<file path="config.mk">
export PLATFORM = sky130hd
export DESIGN_NAME = usb_fifo_arbiter
export DESIGN_NICKNAME = d
export VERILOG_FILES = /design/src/rtl/usb_fifo_arbiter_pkg.sv /design/src/rtl/usb_fifo_arbiter_arb_pick.sv /design/src/rtl/usb_fifo_arbiter.sv
export SDC_FILE = /design/constraint.sdc
export NUM_CORES = 1
export LEC_CHECK = 0
export ABC_AREA = 1
export ABC_CLOCK_PERIOD_IN_PS = 4350
export CORE_AREA = 2 2 80 82
export DETAILED_ROUTE_END_ITERATION = 10
export DIE_AREA = 0 0 82 84
export PLACE_DENSITY = 0.79
export SETUP_SLACK_MARGIN = 0.2
export SLEW_MARGIN = 25
export SYNTH_ARGS = -nofsm -noshare
export SYNTH_HDL_FRONTEND = slang
export SYNTH_SLANG_ARGS = --single-unit
</file>
<file path="constraint.sdc">
create_clock -name clk_60m -period 4.35 [get_ports clk_60m]
set_input_delay 0.87 -clock clk_60m [delete_from_list [all_inputs] [get_ports clk_60m]]
set_output_delay 0.87 -clock clk_60m [all_outputs]
set_load 0.02 [all_outputs]
</file>
<file path="src/rtl/usb_fifo_arbiter_pkg.sv">
// Shared definitions for the USB TX FIFO packet arbiter: state encoding,
// source indices and a small helper for the round-robin pointer.
package usb_arb_pkg;

   // Arbiter FSM states
   typedef enum logic {
      IDLE = 1'b0,
      BUSY = 1'b1
   } arb_state_e;

   // Source indices into the src_* vectors
   localparam int N_SRC     = 3;
   localparam int SRC_ADC   = 0;
   localparam int SRC_PHASE = 1;
   localparam int SRC_DBG   = 2;

   // Widths of internal counters / pointer
   localparam int PTR_W  = 2;
   localparam int OCC_W  = 11;
   localparam int IDLE_W = 8;

   // Source index following the (one-hot) winner, wrapping debug -> ADC.
   function automatic logic [PTR_W-1:0] src_after(input logic [N_SRC-1:0] gnt);
      logic [PTR_W-1:0] nxt;
      nxt = PTR_W'(SRC_ADC);
      if (gnt[SRC_DBG]) begin
         nxt = PTR_W'(SRC_ADC);
      end else if (gnt[SRC_PHASE]) begin
         nxt = PTR_W'(SRC_DBG);
      end else if (gnt[SRC_ADC]) begin
         nxt = PTR_W'(SRC_PHASE);
      end
      return nxt;
   endfunction

endpackage

</file>
<file path="src/rtl/usb_fifo_arbiter_arb_pick.sv">
// Combinational winner selection for the packet arbiter.
// Optional feature macro: USB_ARB_RR_EN (round-robin search starting at
// ptr_i). Without it the pick is fixed priority debug > phase > ADC and the
// pointer input is ignored.
module arb_pick
   import usb_arb_pkg::*;
(
   input  logic [N_SRC-1:0] req_i,
   input  logic [PTR_W-1:0] ptr_i,
   output logic [N_SRC-1:0] gnt_o
);

`ifdef USB_ARB_RR_EN
   logic [2:0]       idx_sum;
   logic [PTR_W-1:0] idx;
   logic             found;

   // Scan sources starting at the pointer and take the first requester
   always_comb begin
      gnt_o   = '0;
      found   = 1'b0;
      idx_sum = '0;
      idx     = '0;
      for (int k = 0; k < N_SRC; k++) begin
         idx_sum = {1'b0, ptr_i} + 3'(k);
         if (idx_sum >= 3'(N_SRC)) begin
            idx_sum = idx_sum - 3'(N_SRC);
         end
         idx = idx_sum[PTR_W-1:0];
         if (!found && req_i[idx]) begin
            gnt_o[idx] = 1'b1;
            found      = 1'b1;
         end
      end
   end
`else
   logic unused_ptr;
   assign unused_ptr = ^ptr_i;

   // Fixed priority: debug packets first, then phase, then ADC
   always_comb begin
      gnt_o = '0;
      if (req_i[SRC_DBG]) begin
         gnt_o[SRC_DBG] = 1'b1;
      end else if (req_i[SRC_PHASE]) begin
         gnt_o[SRC_PHASE] = 1'b1;
      end else if (req_i[SRC_ADC]) begin
         gnt_o[SRC_ADC] = 1'b1;
      end
   end
`endif

endmodule

</file>
<file path="src/rtl/usb_fifo_arbiter.sv">
// Packet-level arbiter sharing the 8-bit USB TX FIFO write port between the
// ADC, phase and debug byte streams. A whole packet is granted at a time,
// MAX_PKT bytes of FIFO space are reserved before each grant using an
// internal occupancy counter, and a granted source that stalls for TIMEOUT
// cycles loses its grant.
// Optional feature macro: USB_ARB_RR_EN (round-robin instead of fixed
// priority; adds the rotating pointer register).
//
// Handshake: a beat moves from source g to the arbiter on a rising clk_60m
// edge where src_valid[g] & src_ready[g]; src_ready only depends on the
// registered grant/occupancy and src_valid, and each moved beat appears on
// fifo_din with fifo_wr_en high for exactly one cycle, one cycle later.
module usb_fifo_arbiter
   import usb_arb_pkg::*;
#(
   parameter int DEPTH   = 1024,
   parameter int MAX_PKT = 16,
   parameter int TIMEOUT = 255
)
(
   input  logic             clk_60m,
   input  logic             rst_n,
   input  logic             enable,
   input  logic [N_SRC-1:0] src_valid,
   input  logic [7:0]       src_data0,
   input  logic [7:0]       src_data1,
   input  logic [7:0]       src_data2,
   input  logic [N_SRC-1:0] src_last,
   output logic [N_SRC-1:0] src_ready,
   output logic [7:0]       fifo_din,
   output logic             fifo_wr_en,
   input  logic             fifo_full,
   input  logic             fifo_rd_en,
   output logic [N_SRC-1:0] grant,
   output logic [OCC_W-1:0] occupancy,
   input  logic             err_clr,
   output logic             err_timeout,
   output logic             err_full,
   output logic             state_dbg_o
);

   localparam logic [OCC_W-1:0]  DEPTH_L   = OCC_W'(DEPTH);
   localparam logic [OCC_W-1:0]  MAX_PKT_L = OCC_W'(MAX_PKT);
   localparam logic [IDLE_W-1:0] IDLE_LAST = IDLE_W'(TIMEOUT - 1);

   arb_state_e        state_q, state_d;
   logic [N_SRC-1:0]  grant_q, grant_d;
   logic [IDLE_W-1:0] idle_q, idle_d;
   logic [OCC_W-1:0]  occ_q, occ_d;
   logic [7:0]        din_q, din_d;
   logic              wr_q, wr_d;
   logic              err_to_q, err_to_d;
   logic              err_full_q, err_full_d;

   logic [OCC_W-1:0]  free_space;
   logic              free_ok;
   logic              space_ok;
   logic              arb_start;
   logic [N_SRC-1:0]  ready;
   logic              accept;
   logic              sel_last;
   logic [7:0]        sel_data;
   logic [N_SRC-1:0]  pick_gnt;
   logic [PTR_W-1:0]  rr_ptr;
   logic              to_hit;
   logic              occ_dec;

   // Space checks, per-source ready and the granted source's beat
   always_comb begin
      free_space = DEPTH_L - occ_q;
      free_ok    = (free_space >= MAX_PKT_L);
      space_ok   = (occ_q < DEPTH_L);
      arb_start  = (state_q == IDLE) && enable && (|src_valid) && free_ok;
      ready      = '0;
      if (state_q == BUSY) begin
         ready = grant_q & src_valid & {N_SRC{space_ok}};
      end
      accept   = |ready;
      sel_last = |(grant_q & src_last);
      sel_data = ({8{grant_q[SRC_ADC]}}   & src_data0) |
                 ({8{grant_q[SRC_PHASE]}} & src_data1) |
                 ({8{grant_q[SRC_DBG]}}   & src_data2);
   end

   arb_pick u_pick (
      .req_i (src_valid),
      .ptr_i (rr_ptr),
      .gnt_o (pick_gnt)
   );

`ifdef USB_ARB_RR_EN
   logic [PTR_W-1:0] ptr_q, ptr_d;

   // Pointer advances past each new winner
   always_comb begin
      ptr_d = ptr_q;
      if (arb_start) begin
         ptr_d = src_after(pick_gnt);
      end
   end

   // Round-robin pointer register, starts at ADC
   always_ff @(posedge clk_60m or negedge rst_n) begin
      if (!rst_n) begin
         ptr_q <= PTR_W'(SRC_ADC);
      end else begin
         ptr_q <= ptr_d;
      end
   end

   assign rr_ptr = ptr_q;
`else
   assign rr_ptr = PTR_W'(SRC_ADC);
`endif

   // FSM next state: grant whole packets, release on last beat or stall timeout
   always_comb begin
      state_d = state_q;
      grant_d = grant_q;
      idle_d  = idle_q;
      to_hit  = 1'b0;
      case (state_q)
         IDLE: begin
            idle_d = '0;
            if (arb_start) begin
               grant_d = pick_gnt;
               state_d = BUSY;
            end
         end
         BUSY: begin
            if (accept) begin
               idle_d = '0;
               if (sel_last) begin
                  grant_d = '0;
                  state_d = IDLE;
               end
            end else if (idle_q == IDLE_LAST) begin
               idle_d  = '0;
               grant_d = '0;
               to_hit  = 1'b1;
               state_d = IDLE;
            end else begin
               idle_d = idle_q + 1'b1;
            end
         end
         default: begin
            state_d = IDLE;
            grant_d = '0;
            idle_d  = '0;
         end
      endcase
   end

   // Write register, occupancy tracking and sticky error flags
   always_comb begin
      wr_d       = accept;
      din_d      = accept ? sel_data : din_q;
      occ_dec    = fifo_rd_en && (occ_q != '0);
      occ_d      = occ_q;
      err_to_d   = err_to_q;
      err_full_d = err_full_q;
      if (accept && !occ_dec) begin
         occ_d = occ_q + 1'b1;
      end else if (!accept && occ_dec) begin
         occ_d = occ_q - 1'b1;
      end
      if (err_clr) begin
         err_to_d = 1'b0;
      end else if (to_hit) begin
         err_to_d = 1'b1;
      end
      if (err_clr) begin
         err_full_d = 1'b0;
      end else if (wr_q && fifo_full) begin
         err_full_d = 1'b1;
      end
   end

   // State and datapath registers
   always_ff @(posedge clk_60m or negedge rst_n) begin
      if (!rst_n) begin
         state_q    <= IDLE;
         grant_q    <= '0;
         idle_q     <= '0;
         occ_q      <= '0;
         din_q      <= '0;
         wr_q       <= 1'b0;
         err_to_q   <= 1'b0;
         err_full_q <= 1'b0;
      end else begin
         state_q    <= state_d;
         grant_q    <= grant_d;
         idle_q     <= idle_d;
         occ_q      <= occ_d;
         din_q      <= din_d;
         wr_q       <= wr_d;
         err_to_q   <= err_to_d;
         err_full_q <= err_full_d;
      end
   end

   assign src_ready   = ready;
   assign fifo_din    = din_q;
   assign fifo_wr_en  = wr_q;
   assign grant       = grant_q;
   assign occupancy   = occ_q;
   assign err_timeout = err_to_q;
   assign err_full    = err_full_q;
   assign state_dbg_o = state_q;

endmodule

</file>
# ---- Yosys cells after proc, flatten, opt, wreduce, memory -nomap -nowiden
# Index checks and enable logic that the tools add are counted.
dict set report op_classes {
  add_sub_neg 4
  magnitude_cmp 2
  eq_ne 4
  muxes 28
  bitwise 9
  n_reduce_logical 17
}
# cell count
set ops {}
lappend ops {{8-bit AND} 3}
lappend ops {{11-bit 2-to-1 mux} 2}
lappend ops {{8-bit 2-to-1 mux} 2}
lappend ops {{8-bit OR} 2}
lappend ops {{8-bit one-hot mux with 2 select lines} 1}
lappend ops {{1-bit 2-to-1 mux} 15}
lappend ops {{3-bit 2-to-1 mux} 5}
lappend ops {{11-bit by 1-bit adder with 11-bit output (second input constant)} 1}
lappend ops {{11-bit by 5-bit >= comparator with 1-bit output (second input constant)} 1}
lappend ops {{11-bit less-than comparator (second input constant)} 1}
lappend ops {{11-bit nonzero test} 1}
lappend ops {{11-bit by 1-bit subtractor with 11-bit output (second input constant)} 1}
lappend ops {{11-bit subtractor (first input constant)} 1}
lappend ops {{3-bit AND} 3}
lappend ops {{3-bit OR reduction} 3}
lappend ops {{8-bit by 1-bit adder with 8-bit output (second input constant)} 1}
lappend ops {{8-bit equality test (second input constant)} 1}
lappend ops {{1-bit logical AND} 7}
lappend ops {{3-bit one-hot mux with 2 select lines} 1}
lappend ops {{2-bit nonzero test} 3}
lappend ops {{3-bit by 1-bit inequality test with 1-bit output (second input constant)} 1}
lappend ops {{3-bit by 2-bit inequality test with 1-bit output (second input constant)} 1}
lappend ops {{3-bit AND reduction} 1}
lappend ops {{1-bit zero test} 2}
lappend ops {{4 further kinds} 4}
dict set report totals {
  register_bits 34
  inputBits 36
  output_inout_bits 29
  wordCells 72
}

# ---- Depth between registers and ports, before layout
# Gate-level depths: netlist of run 1.
dict set report depth {
  word_depth 8
  mapped_depth 19
}

# ---- Modules after synthesis
# From an unflattened synthesis of run 1, not the netlist that was laid out.
dict set report unflattened {
  hier_cells 313
  hier_area_um2 2337.2
}
# module n_inst cells_per_inst area_each_um2 seq_area_each_um2
set modules_own_cells {}
lappend modules_own_cells {usb_fifo_arbiter 1 308 2309.7 850.8}
lappend modules_own_cells {arb_pick 1 5 27.5 0.0}

# ---- Worst setup path after synthesis of run 1
# Ideal clock, no wire load.
dict set report synth_path {
  path_type {in2reg}
  start {in src_valid[2]}
  end {reg occ_q[6], in the netlist occupancy[6]}
  arrival_time_ps 2786
  required_time_ps 4227
  setup_slack_ps 1441
  stages 15
  cell_sequence {nand3_2 -> nor2_4 -> nor2_8 -> inv_6 -> buf_12 -> ha_1 -> inv_1 -> ha_1 -> nand2_1 -> nor2_1 -> nor2_1 -> o21ai_0 -> a21oi_1 -> o21ai_0 -> nand2_1}
}
dict set report synth_via {
  elab_chain_cells 7
  elab_cells_between_ends 9
  classes_between {mux (2); bitwise (2); reduce/logical (5)}
}
# item line_no
set synth_lines {}
lappend synth_lines {{from (decl)} usb_fifo_arbiter.sv:24} ;# input logic [N_SRC-1:0] src_valid,
lappend synth_lines {{3-bit AND * (2 in a row)} usb_fifo_arbiter.sv:76} ;# ready = grant_q & src_valid & {N_SRC{space_ok}};
lappend synth_lines {{3-bit 2-to-1 mux *} usb_fifo_arbiter.sv:75} ;# if (state_q == BUSY) begin
lappend synth_lines {{net src_ready[2]} usb_fifo_arbiter.sv:29} ;# output logic [N_SRC-1:0] src_ready,
lappend synth_lines {{3-bit OR reduction *} usb_fifo_arbiter.sv:78} ;# accept = |ready;
lappend synth_lines {{net accept} usb_fifo_arbiter.sv:60} ;# logic accept;
lappend synth_lines {{1-bit zero test} usb_fifo_arbiter.sv:164} ;# end else if (!accept && occ_dec) begin
lappend synth_lines {{1-bit logical AND} usb_fifo_arbiter.sv:164}
lappend synth_lines {{2-bit nonzero test (no source line)} --}
lappend synth_lines {{to (signal assigned)} usb_fifo_arbiter.sv:185} ;# occ_q <= '0;
lappend synth_lines {{to (signal assigned)} usb_fifo_arbiter.sv:194} ;# occ_q <= occ_d;
lappend synth_lines {{to (decl)} usb_fifo_arbiter.sv:49} ;# logic [OCC_W-1:0] occ_q, occ_d;
# The timed path passes the listed nets; every way through them passes the cells marked *.
# A chain may end at the register's enable or synchronous reset.

# ---- Worst setup path in the final report of run 1
dict set report layout_path {
  start {in src_valid[1]}
  end {reg occ_q[6], in the netlist occupancy[6]}
}
dict set report layout_via {
  elab_chain_cells 7
  elab_cells_between_ends 9
  classes_between {mux (2); bitwise (2); reduce/logical (5)}
}
# item line_no
set layout_lines {}
lappend layout_lines {{3-bit AND * (2 in a row)} usb_fifo_arbiter.sv:76}
lappend layout_lines {{3-bit 2-to-1 mux *} usb_fifo_arbiter.sv:75}
lappend layout_lines {{3-bit OR reduction *} usb_fifo_arbiter.sv:78}
lappend layout_lines {{1-bit zero test} usb_fifo_arbiter.sv:164}
lappend layout_lines {{1-bit logical AND} usb_fifo_arbiter.sv:164}
lappend layout_lines {{2-bit nonzero test (no source line)} --}
# Every way passes the cells marked *; elsewhere a longest branch is shown, timed or not.

==> qor.txt, run 1 <==
=====================================================================================
Met2 global-route usage ................................................       0.2964
Power Density .......................................................... 706.6 mW/mm2
Number of instances in the synthesized netlist .........................          317
Static leakage .........................................................     1.438 nW
Number of hold violations in the final report ..........................            0
Mapped cell area ....................................................... 0.002350 mm2
WL final ...............................................................      5800 um
CP endpoint kind .......................................................    flip-flop
Initial cell density of the core .......................................       0.3855
Number of buffers created by CTS .......................................            5
Area taken by flip-flops and latches ...................................    850.8 um2
Clock tree sinks .......................................................           34
Most frequent standard cell in the layout excluding fill and tap cells . sky130_fd_sc_hd__nand2_1
Count of flip-flops with a built-in enable after synthesis .............            0
Area of the die ........................................................ 0.006888 mm2
Post-route worst setup slack ...........................................     942.5 ps
Clk pin slew, worst setup/hold paths ...................................        70 ps
IO buf count ...........................................................           64
Vias ...................................................................         2248
Path category of the worst min-delay check ............................. flip-flop to flip-flop
Area of the placeable core ............................................. 0.006096 mm2
Fin. max-slew vios .....................................................            0
Number of rows in the core area ........................................           29
Clock latency of the later-clocked register in the worst-skew pair .....       290 ps
Part of the cycle the worst path needs .................................       0.7833
Area of the multi-input gates .......................................... 0.001305 mm2
Sum of net half-perimeters after detailed placement ....................      4374 um
Count of TritonRoute iterations in the first routing pass ..............            4
CTS root buffer ........................................................ sky130_fd_sc_hd__clkbuf_8
Number of endpoints failing setup at the final stage ...................            0
Mean instance size in the synthesized netlist ..........................    7.412 um2
Sequential-to-total area share from yosys stat .........................       0.3621
Area growth from synthesis to final layout .............................       33.60%
Routability congestion estimate from global placement ..................       0.8730
Final core occ .........................................................       0.5150
Critical path class .................................................... input port to flip-flop
Global routing usage on met3 ...........................................      0.03896
Setup crit start kind ..................................................   input port
Status ................................................................. finished, final reports clean
Vertical die dimension .................................................        84 um
Depth of the CTS H-tree ................................................            2
Maximum number of pins on one net before global-route repair ...........           35
Global-route layer with the greatest usage .............................         met2
Crit Path Max Fanout ...................................................           18
Total negative setup slack .............................................         0 ps
Global-route usage over all layers .....................................       0.1783
Critical path arrival ..................................................      3590 ps
Antenna Diode Count ....................................................            0
Largest cells by area after synthesis .................................. sky130_fd_sc_hd__dfrtp_1 (36%), sky130_fd_sc_hd__nand2_1 (17%), sky130_fd_sc_hd__ha_1 (6.9%)
TritonCTS clock tree ...................................................         done
Ratio of cells with drive above 1 in the final layout ..................      0.08312
Post-CTS setup buffer count ............................................            0
Maximum capacitance violations .........................................            0
Maximum clock rate .....................................................    293.5 MHz
Drt wl/cell ............................................................     12.55 um
Required @ worst endpoint ..............................................      4530 ps
Number of top-level pins ...............................................           65
Fill count .............................................................          574
Maximum VDD drop .......................................................    0.3608 mV
Iteration-0 DRC Markers ................................................          125
Proportion of netlist area held by the largest area contributor ........       0.3621
Net count of the mapped netlist ........................................          367
Via count of the first global-routing pass .............................         2192
Pin slew with the least headroom to its limit ..........................     490.3 ps
GRT overflow ...........................................................            0
Most frequent cells in the layout ...................................... sky130_fd_sc_hd__nand2_1 (106), sky130_fd_sc_hd__clkdlybuf4s50_1 (64), sky130_fd_sc_hd__nor2_1 (43), sky130_fd_sc_hd__inv_1 (34), sky130_fd_sc_hd__dfrtp_1 (34)
Synthesis-stage register bit count .....................................           34
Layout Nets ............................................................          434
Count of yosys warnings during synthesis ...............................            0
Predominant post-synthesis flop cell ................................... sky130_fd_sc_hd__dfrtp_1
Width of the chip ......................................................        82 um
Initial antenna violation count ........................................            0
Maximum clock skew at final layout .....................................     4.426 ps
RSZ-0062 raised after global routing ...................................        false
Worst slack, placed ....................................................     644.5 ps
Power Total ............................................................   0.002218 W
Async set or reset register ratio after synthesis ......................        1.000
Gates resized, CTS repair ..............................................            0
Antenna viol nets, final ...............................................            0
Mean number of vias per cell ...........................................        4.866
Final min period .......................................................      3408 ps
Clock Path Buffers .....................................................            2
Relative slew margins ..................................................       0.6731
Quantity of hold-fixing buffers added after cts ........................            0
Unique masters post-synth ..............................................           32
Leading area contributor after synthesis ............................... sky130_fd_sc_hd__dfrtp_1
Met1 track utilization from global routing .............................       0.2317
Number of remaining DRC errors .........................................            0
First-pass GRT wire length .............................................      9687 um
=====================================================================================
## final timing paths
| kind | from | end | slack [ps] | cells past startpoint |
|---|---|---|---|---|
| worst max-delay path | src_valid[1] | occupancy[6]$_DFFE_PN0P_ | 940 | 15 |
| worst min-delay path | idle_q[0]$_DFF_PN0_ | idle_q[0]$_DFF_PN0_ | 490 | 1 |
| worst max register to register | grant[1]$_DFFE_PN0P_ | occupancy[6]$_DFFE_PN0P_ | 1420 | 14 |
| worst min register to register | idle_q[0]$_DFF_PN0_ | idle_q[0]$_DFF_PN0_ | 490 | 1 |
| max in group asynchronous | rst_n | fifo_din[6]$_DFFE_PN0P_ | 3040 | 2 |
| min in group asynchronous | rst_n | occupancy[3]$_DFFE_PN0P_ | 980 | 2 |
## routing by layer
layer	vias to the layer above	wire length, um
met5	-	0
met1	1039	2640
met2	60	2754
met3	5	352
li1	1144	-
met4	0	53
## flip-flops by register name, indices dropped and copies added (netlist names)
signal	count
idle_q	8
err_full	1
occupancy	11
grant	3
fifo_wr_en	1
state_dbg_o	1
fifo_din	8
err_timeout	1
## final cells by class
cell class,instances,area share
Multi-Input combinational cell,240,0.4157
Sequential cell,34,0.2710
Timing Repair Buffer,65,0.2065
Inverter,38,0.04703
Tap cell,77,0.03069
Clock buffer,7,0.02750
Clock inverter,1,0.001594
## metrics by stage
stage / std cells / instance area (um2) / hold WS [ps]
2_1_floorplan: 317 / 2350 / 450.1
3_3_place_gp: 454 / 3048 / 465.9
3_5_place_dp: 454 / 3048 / 479.6
4_1_cts: 462 / 3139 / 489.9
5_1_grt: 462 / 3139 / 510.7
6_report: 462 / 3139 / 489.4
## worst max-delay path, stage by stage
cell and delay, ps:
sky130_fd_sc_hd__clkdlybuf4s50_1 570, sky130_fd_sc_hd__nand2_1 140, sky130_fd_sc_hd__a21oi_4 240, sky130_fd_sc_hd__nor2_8 60, sky130_fd_sc_hd__inv_6 150, sky130_fd_sc_hd__ha_1 250
sky130_fd_sc_hd__inv_1 200, sky130_fd_sc_hd__ha_1 430, sky130_fd_sc_hd__nand2_1 90, sky130_fd_sc_hd__nor2_1 90, sky130_fd_sc_hd__nor2_1 60, sky130_fd_sc_hd__o21ai_0 190
sky130_fd_sc_hd__a21oi_1 90, sky130_fd_sc_hd__o21ai_0 100, sky130_fd_sc_hd__nand2_1 60
## kinds of logic after synthesis
logic type      after synthesis  share of synthesized area
simple gates                188                     0.3440
buf+inv                      43                    0.08253
flops                        34                     0.3621
compound gates               33                     0.1150
fa+ha+maj                    14                    0.07774
xor+xnor                      5                    0.01864
## cell usage after synthesis (all sizes together), types with 2 or more instances
library cell / count
a41oi: 8
dfrtp: 34
xnor2: 4
nand2: 108
nor2: 49
nand4: 4
nand3: 23
a21oi: 13
buf: 3
or2: 2
o21ai: 10
clkbuf: 2
inv: 38
ha: 13
## where the power goes
group / leakage, nW / switching (W) / total (W) / internal (W)
clock network: 0.0482 / 0.000123 / 0.000251 / 0.000128
logic: 0.962 / 0.000788 / 0.00136 / 0.000571
registers: 0.428 / 0.000164 / 0.000609 / 0.000445
Power figures use the tool's default switching activity.
==> inputs of run 2 (changes only) <==
Settings changed: ABC_CLOCK_PERIOD_IN_PS 4350 to 2900, PLACE_DENSITY 0.79 to 0.82.
Clock period 4.35 ns to 2.9 ns, I/O delays scaled along.
==> run 2 against run 1 <==
Cell area rose by 8.9%; via count rose by 7.4%; clock power rose by 52%; final cell count rose by 3.9%; largest power group unchanged; register-to-register slack got worse by 1000 ps; critical path type unchanged; highest routed layer unchanged; non-clock buffer count rose by 18; sequential share of layout area fell by 2.2 points; sequential cell count did not move.
==> qor.txt, run 2 (synthesized netlist as in run 1, its figures left out) <==
=====================================================================================
Maximum number of pins on one net before global-route repair ...........           35   unchanged
Depth of the CTS H-tree ................................................            2   unchanged
Width of the chip ......................................................        82 um   unchanged
TritonCTS clock tree ...................................................         done   unchanged
Number of hold violations in the final report ..........................            0   unchanged
Fin. max-slew vios .....................................................            0   unchanged
Area growth from synthesis to final layout .............................       45.53%   was 33.60%
Iteration-0 DRC Markers ................................................          110   was 125
Series of cell instances along the critical path ....................... clkdlybuf4s50_1 -> nand3_2 -> nor2_4 -> nor2_8 -> inv_6 -> ha_4 -> inv_6 -> ha_1 -> nand2_1 -> inv_2 -> nand2_1 -> nand2_1 -> nand2_1 -> nand4_1 -> nand3_1 -> o21ai_0   was clkdlybuf4s50_1 -> nand2_1 -> a21oi_4 -> nor2_8 -> inv_6 -> ha_1 -> inv_1 -> ha_1 -> nand2_1 -> nor2_1 -> nor2_1 -> o21ai_0 -> a21oi_1 -> o21ai_0 -> nand2_1
Quantity of hold-fixing buffers added after cts ........................            0   unchanged
Maximum clock rate .....................................................    382.6 MHz
GRT overflow ...........................................................            0   unchanged
Largest register FFs ...................................................           11   unchanged
Via count of the first global-routing pass .............................         2303   was 2192
Initial cell density of the core .......................................       0.3855   unchanged
Routability congestion estimate from global placement ..................       0.9475   was 0.8730
Clk pin slew, worst setup/hold paths ...................................        80 ps   was 70 ps
RSZ-0062 raised after global routing ...................................        false   unchanged
Area of the placeable core ............................................. 0.006096 mm2   unchanged
Antenna viol nets, final ...............................................            0   unchanged
Number of remaining DRC errors .........................................            0   unchanged
Most frequent standard cell in the layout excluding fill and tap cells . sky130_fd_sc_hd__nand2_1   unchanged
Final instance area .................................................... 0.003420 mm2   was 0.003139 mm2
CP endpoint kind .......................................................    flip-flop   unchanged
Number of top-level pins ...............................................           65   unchanged
Area of the die ........................................................ 0.006888 mm2   unchanged
WL final ...............................................................      6554 um   was 5800 um
Maximum capacitance violations .........................................            0   unchanged
Number of buffers created by CTS .......................................            5   unchanged
Ratio of cells with drive above 1 in the final layout ..................       0.1737   was 0.08312
Clock tree sinks .......................................................           34   unchanged
Initial antenna violation count ........................................            0   unchanged
Drt wl/cell ............................................................     13.65 um   was 12.55 um
Crit Path Max Fanout ...................................................           10   was 18
Pin slew with the least headroom to its limit ..........................     450.5 ps   was 490.3 ps
Status ................................................................. finished, final reports clean   unchanged
Critical path class .................................................... input port to flip-flop   unchanged
Worst Hold Margin ......................................................     483.3 ps   was 489.4 ps
Cell with the largest stage delay on the worst path .................... sky130_fd_sc_hd__clkdlybuf4s50_1   unchanged
Cell area reported after detailed placement ............................ 0.003183 mm2   was 0.003048 mm2
Clock Path Buffers .....................................................            2   unchanged
IO buf count ...........................................................           64   unchanged
Setup crit start kind ..................................................   input port   unchanged
Maximum VDD drop .......................................................    0.6956 mV   was 0.3608 mV
Part of the cycle the worst path needs .................................       0.9013
Vias ...................................................................         2415   was 2248
Relative slew margins ..................................................       0.6997   was 0.6731
Vertical die dimension .................................................        84 um   unchanged
Count of TritonRoute iterations in the first routing pass ..............            4   unchanged
Path category of the worst min-delay check ............................. flip-flop to flip-flop   unchanged
Number of endpoints failing setup at the final stage ...................            0   unchanged
Mean number of vias per cell ...........................................        5.031   was 4.866
First-pass GRT wire length .............................................      9977 um   was 9687 um
Slowest cell delay on critical path ....................................       520 ps   was 570 ps
Antenna Diode Count ....................................................            0   unchanged
Clock latency of the later-clocked register in the worst-skew pair .....       290 ps   about the same
Static leakage .........................................................     1.553 nW   was 1.438 nW
Sum of net half-perimeters after detailed placement ....................      4746 um   was 4374 um
Fill count .............................................................          545   was 574
Number of rows in the core area ........................................           29   unchanged
Dominant cell type by count on the critical path ....................... sky130_fd_sc_hd__nand2_1   unchanged
CTS root buffer ........................................................ sky130_fd_sc_hd__clkbuf_8   unchanged
Layout Nets ............................................................          452   was 434
Critical path arrival ..................................................      2780 ps   was 3590 ps
Power Density ..........................................................  1101 mW/mm2   was 706.6 mW/mm2
Maximum clock skew at final layout .....................................     6.718 ps   was 4.426 ps
Final min period .......................................................      2614 ps
Most frequent cells in the layout ...................................... sky130_fd_sc_hd__nand2_1 (104), sky130_fd_sc_hd__clkdlybuf4s50_1 (63), sky130_fd_sc_hd__nor2_1 (41), sky130_fd_sc_hd__dfrtp_1 (34), sky130_fd_sc_hd__inv_1 (32)   was sky130_fd_sc_hd__nand2_1 (106), sky130_fd_sc_hd__clkdlybuf4s50_1 (64), sky130_fd_sc_hd__nor2_1 (43), sky130_fd_sc_hd__inv_1 (34), sky130_fd_sc_hd__dfrtp_1 (34)
Required @ worst endpoint ..............................................      3060 ps   was 4530 ps
Global-route usage over all layers .....................................       0.1843   was 0.1783
=====================================================================================
## run 2: cell count changes in the layout (fill, tap and decap cells not counted), sizes merged
cell | previous run | this run
clkdlybuf4s50 | 64 | 63
clkbuf | 7 | 6
dlymetal6s2s | 0 | 1
clkinvlp | 0 | 1
buf | 1 | 19
## run 2: final cells by class
type / instances / area, um2 / share of cell area
flip-flops and latches: 34 / 850.8 / 0.2488
repair buffers: 83 / 785.8 / 0.2298
clock buffers: 6 / 82.58 / 0.02415
inverters: 38 / 152.6 / 0.04464
well taps: 77 / 96.34 / 0.02817
clock inverters: 2 / 12.51 / 0.003659
multi-input cells: 240 / 1439 / 0.4208
## run 2: path summary, 6_finish.rpt
kind                                            end  depth (start not counted)  slack, ps                startpoint
max                        occupancy[9]$_DFFE_PN0P_                         16        290              src_valid[2]
min                             idle_q[0]$_DFF_PN0_                          1        480       idle_q[0]$_DFF_PN0_
max reg2reg                occupancy[9]$_DFFE_PN0P_                         15        420  occupancy[7]$_DFFE_PN0P_
min reg2reg                     idle_q[0]$_DFF_PN0_                          1        480       idle_q[0]$_DFF_PN0_
max in group asynchronous  occupancy[5]$_DFFE_PN0P_                          2       1880                     rst_n
min in group asynchronous      fifo_wr_en$_DFF_PN0_                          2        700                     rst_n
## run 2: critical path, delay by kind of cell
| family | cells | cell delay, ps |
|---|---|---|
| buffers and inverters | 4 | 730 |
| adder cells (fa/ha/maj) | 2 | 460 |
| AO/OA/AOI/OAI | 1 | 90 |
| AND/OR/NAND/NOR | 9 | 910 |
## run 2: what timing repair did
action | 4_1_cts | 5_1_grt
pin swaps | 1 | 3
setup endpoints to repair | 7 | 9
setup buffers | 0 | 0
resized for setup | 2 | 24
## run 2: metrics by stage
stage               setup TNS (ps)  setup slack (ps)  utilization  std cells  power [W]
floorplan                        0             233.9            -        317   0.002292
CTS                              0             206.6       0.5384        480   0.003531
global placement            -436.8            -93.24       0.5222        472   0.003044
finish                           0             286.2       0.5610        480   0.003765
detailed placement           -1390            -210.6       0.5222        472   0.003126
global route                     0             186.6       0.5610        480   0.004074
## run 2: where the power goes
group          leakage, nW  switching (W)  internal [W]
Clock               0.0472       0.000190      0.000191
Sequential           0.428       0.000222      0.000668
Combinational         1.08        0.00138       0.00111
## run 2: layer usage
metal / up-vias / GRT usage / routed length [um]
met4: 0 / 0.05303 / 98
met3: 10 / 0.04113 / 409
met1: 1126 / 0.2181 / 2681
met2: 88 / 0.3259 / 3365
met5: - / 0 / 0
li1: 1191 / - / -
